`src/rtl/pdm_pkg.sv`:
```
// Shared definitions for the PDM microphone controller.
//   pdm_state_e : controller state encoding
//   cnt_width() : counter width needed to hold 0..n-1 (never less than 1)
package pdm_pkg;

    typedef enum logic [1:0] {
        ST_IDLE    = 2'd0,
        ST_WARMUP  = 2'd1,
        ST_CAPTURE = 2'd2,
        ST_DRAIN   = 2'd3
    } pdm_state_e;

    function automatic int cnt_width(input int n);
        return (n > 1) ? $clog2(n) : 1;
    endfunction

endpackage

```
`src/rtl/pdm_clk_div.sv`:
```
// Microphone clock divider with single-cycle edge strobes.
//   clk     : system clock
//   reset_n : synchronous active-low reset
//   run     : divider enable; low holds the counter and mic_clk cleared
//   mic_clk : divided clock, period 2*HALF system cycles
//   rise    : one-cycle pulse coincident with mic_clk going 0->1
//   fall    : one-cycle pulse coincident with mic_clk going 1->0
module pdm_clk_div
    import pdm_pkg::*;
#(
    parameter int HALF = 4
) (
    input  logic clk,
    input  logic reset_n,
    input  logic run,
    output logic mic_clk,
    output logic rise,
    output logic fall
);

    localparam int CW = cnt_width(HALF);
    localparam logic [CW-1:0] CNT_LAST = CW'(HALF - 1);

    logic [CW-1:0] cnt_q, cnt_d;
    logic          mic_clk_q, mic_clk_d;
    logic          rise_q, rise_d;
    logic          fall_q, fall_d;

    always_comb begin
        cnt_d     = '0;
        mic_clk_d = 1'b0;
        rise_d    = 1'b0;
        fall_d    = 1'b0;
        if (run) begin
            mic_clk_d = mic_clk_q;
            if (cnt_q == CNT_LAST) begin
                cnt_d     = '0;
                mic_clk_d = ~mic_clk_q;
                // strobes are registered alongside mic_clk so they line up with its edges
                rise_d    = ~mic_clk_q;
                fall_d    = mic_clk_q;
            end else begin
                cnt_d = cnt_q + 1'b1;
            end
        end
    end

    always_ff @(posedge clk) begin
        if (!reset_n) begin
            cnt_q     <= '0;
            mic_clk_q <= 1'b0;
            rise_q    <= 1'b0;
            fall_q    <= 1'b0;
        end else begin
            cnt_q     <= cnt_d;
            mic_clk_q <= mic_clk_d;
            rise_q    <= rise_d;
            fall_q    <= fall_d;
        end
    end

    assign mic_clk = mic_clk_q;
    assign rise    = rise_q;
    assign fall    = fall_q;

endmodule

```
`src/rtl/pdm_mic_ctrl.sv`:
```
// PDM microphone capture controller: generates the mic clock, discards a
// warm-up interval, packs PDM bits MSB-first into words and offers them on
// an AXI-Stream master port.
//   clk, reset_n  : system clock, synchronous active-low reset
//   enable        : level request to run capture
//   mic_data      : PDM bit from the microphone
//   mic_clk       : microphone clock
//   m_axis_*      : packed word stream (tdata / tvalid / tready)
//   overflow      : sticky, set when a completed word had to be dropped
//   busy          : high whenever the controller is not idle
//
// state      | meaning
// -----------+-----------------------------------------------------------
// ST_IDLE    | divider cleared, mic_clk low, waiting for enable
// ST_WARMUP  | mic clock running, counting rises, mic_data ignored
// ST_CAPTURE | shifting mic_data on each fall, emitting full words
// ST_DRAIN   | mic clock stopped, waiting for the pending word to be taken
module pdm_mic_ctrl
    import pdm_pkg::*;
#(
    parameter int INPUT_FREQ      = 100000000,
    parameter int OUTPUT_FREQ     = 2400000,
    parameter int WARMUP_MIC_CLKS = 24000,
    parameter int DATA_WIDTH      = 16
) (
    input  logic                  clk,
    input  logic                  reset_n,
    input  logic                  enable,
    input  logic                  mic_data,
    output logic                  mic_clk,
    output logic [DATA_WIDTH-1:0] m_axis_tdata,
    output logic                  m_axis_tvalid,
    input  logic                  m_axis_tready,
    output logic                  overflow,
    output logic                  busy
);

    localparam int CLK_DIVIDER = INPUT_FREQ / OUTPUT_FREQ;
    localparam int HALF        = CLK_DIVIDER / 2;   // must be at least 2
    localparam int WW          = cnt_width(WARMUP_MIC_CLKS);
    localparam int BW          = cnt_width(DATA_WIDTH);
    localparam logic [WW-1:0] WARM_LAST = WW'(WARMUP_MIC_CLKS - 1);
    localparam logic [BW-1:0] BIT_LAST  = BW'(DATA_WIDTH - 1);

    pdm_state_e            state_q, state_d;
    logic [WW-1:0]         warm_cnt_q, warm_cnt_d;
    logic [BW-1:0]         bit_cnt_q, bit_cnt_d;
    logic [DATA_WIDTH-2:0] shift_q, shift_d;
    logic [DATA_WIDTH-1:0] tdata_q, tdata_d;
    logic                  tvalid_q, tvalid_d;
    logic                  overflow_q, overflow_d;
    logic                  busy_q, busy_d;

    logic                  div_run, div_rise, div_fall;
    logic                  hs, word_done;
    logic [DATA_WIDTH-1:0] word;

    // Running only while both the current and next state clock the mic:
    // entry from IDLE gets one extra cycle so the first rise lands HALF
    // cycles after WARMUP starts, and leaving stops mic_clk on the very next cycle.
    assign div_run = (state_q == ST_WARMUP || state_q == ST_CAPTURE) &&
                     (state_d == ST_WARMUP || state_d == ST_CAPTURE);

    pdm_clk_div #(.HALF(HALF)) u_clk_div (
        .clk     (clk),
        .reset_n (reset_n),
        .run     (div_run),
        .mic_clk (mic_clk),
        .rise    (div_rise),
        .fall    (div_fall)
    );

    assign word = {shift_q, mic_data};
    assign hs   = tvalid_q && m_axis_tready;

    always_comb begin
        state_d    = state_q;
        warm_cnt_d = warm_cnt_q;
        bit_cnt_d  = bit_cnt_q;
        shift_d    = shift_q;
        tdata_d    = tdata_q;
        tvalid_d   = tvalid_q;
        overflow_d = overflow_q;
        word_done  = 1'b0;

        if (hs) begin
            tvalid_d = 1'b0;
        end

        case (state_q)
            ST_IDLE: begin
                if (enable) begin
                    state_d    = ST_WARMUP;
                    overflow_d = 1'b0;
                    warm_cnt_d = '0;
                    bit_cnt_d  = '0;
                end
            end
            ST_WARMUP: begin
                if (!enable) begin
                    state_d    = ST_DRAIN;
                    warm_cnt_d = '0;
                end else if (div_rise) begin
                    if (warm_cnt_q == WARM_LAST) begin
                        state_d    = ST_CAPTURE;
                        warm_cnt_d = '0;
                    end else begin
                        warm_cnt_d = warm_cnt_q + 1'b1;
                    end
                end
            end
            ST_CAPTURE: begin
                // stopping wins over a coincident fall: the partial word is dropped
                if (!enable) begin
                    state_d   = ST_DRAIN;
                    bit_cnt_d = '0;
                    shift_d   = '0;
                end else if (div_fall) begin
                    shift_d = word[DATA_WIDTH-2:0];
                    if (bit_cnt_q == BIT_LAST) begin
                        bit_cnt_d = '0;
                        word_done = 1'b1;
                    end else begin
                        bit_cnt_d = bit_cnt_q + 1'b1;
                    end
                end
            end
            ST_DRAIN: begin
                if (!tvalid_q) begin
                    state_d = ST_IDLE;
                end
            end
            default: state_d = ST_IDLE;
        endcase

        // the output slot is free if empty or being emptied this cycle
        if (word_done) begin
            if (!tvalid_q || hs) begin
                tdata_d  = word;
                tvalid_d = 1'b1;
            end else begin
                overflow_d = 1'b1;
            end
        end

        busy_d = (state_d != ST_IDLE);
    end

    always_ff @(posedge clk) begin
        if (!reset_n) begin
            state_q    <= ST_IDLE;
            warm_cnt_q <= '0;
            bit_cnt_q  <= '0;
            shift_q    <= '0;
            tdata_q    <= '0;
            tvalid_q   <= 1'b0;
            overflow_q <= 1'b0;
            busy_q     <= 1'b0;
        end else begin
            state_q    <= state_d;
            warm_cnt_q <= warm_cnt_d;
            bit_cnt_q  <= bit_cnt_d;
            shift_q    <= shift_d;
            tdata_q    <= tdata_d;
            tvalid_q   <= tvalid_d;
            overflow_q <= overflow_d;
            busy_q     <= busy_d;
        end
    end

    assign m_axis_tdata  = tdata_q;
    assign m_axis_tvalid = tvalid_q;
    assign overflow      = overflow_q;
    assign busy          = busy_q;

endmodule

```
`config.mk`:
```
export PLATFORM = sky130hd
export DESIGN_NAME = pdm_mic_ctrl
export DESIGN_NICKNAME = d
export VERILOG_FILES = /design/src/rtl/pdm_pkg.sv /design/src/rtl/pdm_clk_div.sv /design/src/rtl/pdm_mic_ctrl.sv
export SDC_FILE = /design/constraint.sdc
export NUM_CORES = 1
export LEC_CHECK = 0
export CORE_ASPECT_RATIO = 0.7
export CORE_UTILIZATION = 59
export CTS_BUF_LIST = sky130_fd_sc_hd__clkbuf_8
export DETAILED_ROUTE_END_ITERATION = 6
export HOLD_SLACK_MARGIN = 0.02
export MAX_ROUTING_LAYER = met4
export PLACE_DENSITY = 0.82
export SLEW_MARGIN = 15
export SYNTH_ARGS = -nofsm -noshare
export SYNTH_HDL_FRONTEND = slang
export SYNTH_SLANG_ARGS = --single-unit
```
`constraint.sdc`:
```
create_clock -name clk -period 3.2 [get_ports clk]
set_clock_uncertainty 0.1 [all_clocks]
set_input_delay 0.64 -clock clk [delete_from_list [all_inputs] [get_ports clk]]
set_output_delay 0.64 -clock clk [all_outputs]
set_load 0.05 [all_outputs]
```
# == Word level (Yosys, flattened, before mapping) ==
# Index checks and enable logic that the tools add are counted.
# totals
register_bits,63
latch_bits,0
ramBits,0
mem_bits_ro,0
output_inout_bits,20
wordCells,77
n_memories,0
# op_classes
add_sub_neg,3
n_mul,0
n_div,0
order_cmp,0
n_eq_ne,12
shift,0
muxes,30
n_bitwise,3
n_reduce_logical,17
# op_table
operator,n
15-bit two-way mux,6
15-bit case mux with 2 select lines,1
4-bit two-way mux,4
15-bit by 1-bit adder with 15-bit output (second input constant),1
15-bit == test (second input constant),1
2-bit two-way mux,6
1-bit two-way mux,11
3-bit AND reduction,3
2-bit case mux with 4 select lines,1
4-bit case mux with 2 select lines,1
2-bit == test (second input constant),3
3-bit by 2-bit != test with 1-bit output (second input constant),2
2-bit AND reduction,3
2-bit nonzero test,3
5-bit by 1-bit adder with 5-bit output (second input constant),1
5-bit == test (second input constant),1
4-bit by 1-bit adder with 4-bit output (second input constant),1
2-bit by 1-bit == test with 1-bit output (second input constant),2
4-bit == test (second input constant),1
1-bit logical OR,3
1-bit NOT,3
3-bit OR reduction,1
1-bit logical AND,2
2-bit logical NOT,1
other kinds (3),3

# == Depth between registers and ports, before layout ==
# depth
depth_word,10
ltp_mapped,11

# == Modules after synthesis ==
# Synthesis repeated with hierarchy kept, for this count alone.
# hier_totals
cells_unflattened,309
area_unflattened_um2,2695.1
# modules_own_cells
mod,instances,cells_each,area_per_inst_um2,seq_area_each_um2
pdm_mic_ctrl,1,281,2392.3,1101.1
pdm_clk_div,1,28,302.8,160.2

# == Worst setup path before layout ==
# No wires, ideal clock.
# synth_path
path_type,reg2reg
startpoint,register warm_cnt_q[6]
endpoint,register u_clk_div.cnt_q[2]
setup_time_ps,117
t_arrival_ps,2041
t_required_ps,2983
setup_slack_ps,942
stages_incl_launch_ff,9
n_path_buf,0
cell_sequence,dfxtp_1 > or4b_1 > nor4_1 > nand2_1 > a21o_1 > ha_1 > and3_1 > nand2b_1 > nor2_1
# synth_via
elab_chain_cells,10
word_cells_on_any_way,11
# synth_rtl
element,line_no,rtl
"start, declared",pdm_mic_ctrl.sv:46,"logic [WW-1:0] warm_cnt_q, warm_cnt_d;"
"start signal, assigned",pdm_mic_ctrl.sv:161,warm_cnt_q <= warm_cnt_d;
15-bit == test (*),pdm_mic_ctrl.sv:104,if (warm_cnt_q == WARM_LAST) begin
2-bit two-way mux (*),pdm_mic_ctrl.sv:104,
2-bit two-way mux (*),pdm_mic_ctrl.sv:103,end else if (div_rise) begin
2-bit two-way mux (*),pdm_mic_ctrl.sv:100,if (!enable) begin
2-bit case mux with 4 select lines (*),pdm_mic_ctrl.sv:90,case (state_q)
2-bit by 1-bit == test with 1-bit output or 2-bit == test (tied branches),pdm_mic_ctrl.sv:62,(state_d == ST_WARMUP || state_d == ST_CAPTURE);
1-bit logical OR (*),pdm_mic_ctrl.sv:62,
1-bit logical AND (*),pdm_mic_ctrl.sv:61,assign div_run = (state_q == ST_WARMUP || state_q == ST_CAPTURE) &&
1-bit NOT (no line) (*),--,
3-bit OR reduction (no line) (*),--,
"end signal, assigned",pdm_clk_div.sv:55,cnt_q <= cnt_d;
"end, declared",pdm_clk_div.sv:24,"logic [CW-1:0] cnt_q, cnt_d;"
# Mark *: on every way between the ends. The rest lies on a longest branch, timed or not.
# A chain may end at the register's enable or synchronous reset.

# == Worst setup path after layout ==
# layout_path
startpoint,input port enable
endpoint,register warm_cnt_q[11]
# layout_via
elab_chain_cells,2
word_cells_on_any_way,5
# layout_rtl
element,line_no,rtl
"start, declared",pdm_mic_ctrl.sv:28,"input logic enable,"
"3-bit by 2-bit != test with 1-bit output (no line), or another cell as far along",--,
3-bit AND reduction (no line) or 15-bit case mux with 2 select lines (tied branches),--,
# Parallel ways exist; a longest one is shown, timed or not.

==> metrics.txt <==
status=completed; CP delay by family, top=simple AND/OR/NAND/NOR gates; Worst Path Max Fanout=11; Reg power frac=0.453; Critical Path AT=2.79 ns; Post-synth EDFFs=0; count of nets after finishing=338; n_diodes=0; GRT Total Usage=0.2435; max_cap viols=0; Multi-input gate area=1310 sq um; worst path required time=around 3.4 ns; TritonCTS clock tree=built; Slew headroom=0.5824; worst hold slack=0.3497 ns; # IOs=25; Worst path slowest cell=or4_1; sequential fraction of the synthesis area=0.4708; unrepaired setup endpoints after global routing=no; Core Util, Final=0.7276; Worst path max stage delay=0.70 ns; post-CTS setup buffer count=0; initial antenna violation count=0; initial DRC count=211; most area-consuming cells after synthesis=dfxtp_1, nor2_1, mux2i_1; WL met1=2612 um; post-synth net total=314; GPL Wtd Cong=0.8296; Yosys top cell area share=0.4708; clock network power share=0.425; Area Growth Syn to Fin=18.26%; cts hold-fix bufs=0; most frequent cell after synthesis=dfxtp_1; final hold vios=0; fillers=338; starting density of the core=0.6152; CP Cell Sequence=clkdlybuf4s50_1, mux2i_1, or4_1, or3_1, a21oi_1; Rows=20; Bufs and invs on worst path=1; die width=82.54 um; VDD IR-drop max=0.4545 mV; Skew-Pair Late Insertion Delay=roughly 0.33 ns; Final min period=2.632 ns; share of layout cells above drive strength 1=0.06364; first-pass GRT wire length=around 8500 um; vias in the first global route=1874; CTS H-tree depth=3; Unique masters post-synth=42; area of the mapped netlist=2679 sq um; port bufs=24; Max Slew Vio Count=0; worst min path class=reg -> reg; power share of the combinational group=0.122; Final setup viols=0; sw frac=0.2454; met3 WL post-DR=285 um; Die Y=58.38 um; router iterations before antenna repair=4; Worst-path clk slew=0.06 ns; reg2reg start=warm_cnt_q[9]$_SDFFE_PN0P_; Setup CP Type=in -> reg; synthesis warning total=0; largest net degree at the start of global routing=40; Critical Path Source=enable; Yosys reg bits=63; fmax=between 300 and 400 MHz; Final TNS setup=0 ns; Synth async-reset ratio=0; max layer used=met4; CP Capture Type=register; CTS Sinks=63; clk root buf=clkbuf_8; top cell type by total area after synthesis=dfxtp_1; Hold Startpoint=u_clk_div.cnt_q[0]$_SDFF_PP0_; via count=2172; drt drc=0; Commonest cells post-synth=dfxtp_1, nor2_1, a21oi_1; Routed Antenna Nets=0; register area=~1300 sq um; Net Switching=0.4375 mW; final worst path period share=0.8225; Post-Synthesis Cells=301; Routed met2 length=2309 um; startpoint types=primary input; Internal Power=1.345 mW; Resize count post-CTS=0; core area=4354 sq um; top_reg_cell synth=dfxtp_1; Worst-Margin Slew=0.6180 ns; drt total wl=5248 um; Mean Syn Cell Area=8.900 sq um; detailed-route vias per instance=5.642; Max clock buf depth=2; total grt overflow=0; leak pwr=~1.1 nW; PD cells=around 560 nW/um^2; TritonCTS buffer count=9; routed len/inst=13.63 um; DP HPWL=3551 um; area of the die=around 4800 sq um
power groups by stage:
stage	Combinational, mW	Clock (mW)	Sequential [mW]
floorplan	0.155	0	0.838
global placement	0.206	0	0.824
detailed placement	0.211	0	0.825
CTS	0.214	0.772	0.807
global route	0.239	0.798	0.809
finish	0.217	0.759	0.808
final timing paths:
check / to / cells after the start / slack, ns
min: u_clk_div.cnt_q[0]$_SDFF_PP0_ / 1 / 0.35
min reg2reg: u_clk_div.cnt_q[0]$_SDFF_PP0_ / 1 / 0.35
max: warm_cnt_q[11]$_SDFFE_PN0P_ / 5 / 0.57
max reg2reg: u_clk_div.cnt_q[1]$_SDFF_PP0_ / 8 / 0.59
final cells by class:
type                            count  share of cell area
Multi-Input combinational cell    214              0.4135
Sequential cell                    63              0.3981
Timing Repair Buffer               28             0.08531
Clock buffer                       11             0.04779
Clock inverter                      5             0.02291
Tap cell                           55             0.02172
Inverter                            9             0.01066
cell families after synthesis:
group	Yosys count	synth area share
AO/OA/AOI/OAI	59	0.1359
AND/OR/NAND/NOR	122	0.2256
flip-flops	63	0.4708
buffers and inverters	24	0.04017
adder cells (fa/ha/maj)	8	0.03737
XOR/XNOR	7	0.02289
multiplexers	18	0.06726
layout by cell type, fill, tap and decap left out, types with 2 or more instances in the layout:
cell type,Yosys,layout
dfxtp_1,63,63
nand2b_1,3,3
and2_1,2,2
nand4b_1,2,2
nor4_1,5,5
mux2i_1,18,18
buf_4,1,4
nand3_1,11,11
bufinv_16,0,2
a21oi_1,19,19
or3_1,6,6
nor2_1,53,53
xnor2_1,7,7
nand4_1,3,3
o21ai_0,12,12
and3_1,4,4
clkdlybuf4s50_1,0,24
a22oi_1,17,17
a21o_1,2,2
inv_1,8,10
or4_1,3,3
ha_1,8,8
nor2b_1,3,3
clkbuf_8,0,11
o21ai_1,2,2
nand3b_1,2,2
o211ai_1,2,2
nand2_1,17,17
worst reg2reg max path: stages (launching register included):
cell and delay, ns:
dfxtp_1 0.35, or4b_1 0.55, nor4_1 0.50, nand2_1 0.15, a21o_1 0.19, ha_1 0.28
and3_1 0.20, nand2b_1 0.14, nor2_1 0.06
metrics by stage:
stage                     std cells  setup slack [ns]  power (mW)  area (sq um)
after CTS                       385            0.5990       1.794          3168
after global placement          369            0.3477       1.031          2944
final                           385            0.5680       1.783          3168
after detailed placement        369            0.2616       1.036          2944
after global routing            385            0.4071       1.846          3168
after floorplan                 301            0.9423      0.9930          2679
per-layer routing:
layer | vias up | GRT usage
met5 | - | -
met4 | 0 | 0.08128
met3 | 5 | 0.07132
met2 | 54 | 0.3424
met1 | 1005 | 0.3350
li1 | 1108 | -
sequential cells by signal, summed over array words and instances, names as in the netlist, 2 cells and up:
register / cells
shift_q: 15
m_axis_tdata: 16
warm_cnt_q: 15
bit_cnt_q: 4
state_q: 2
u_clk_div.cnt_q: 5
No activity file was read; power rests on OpenSTA's default activity.
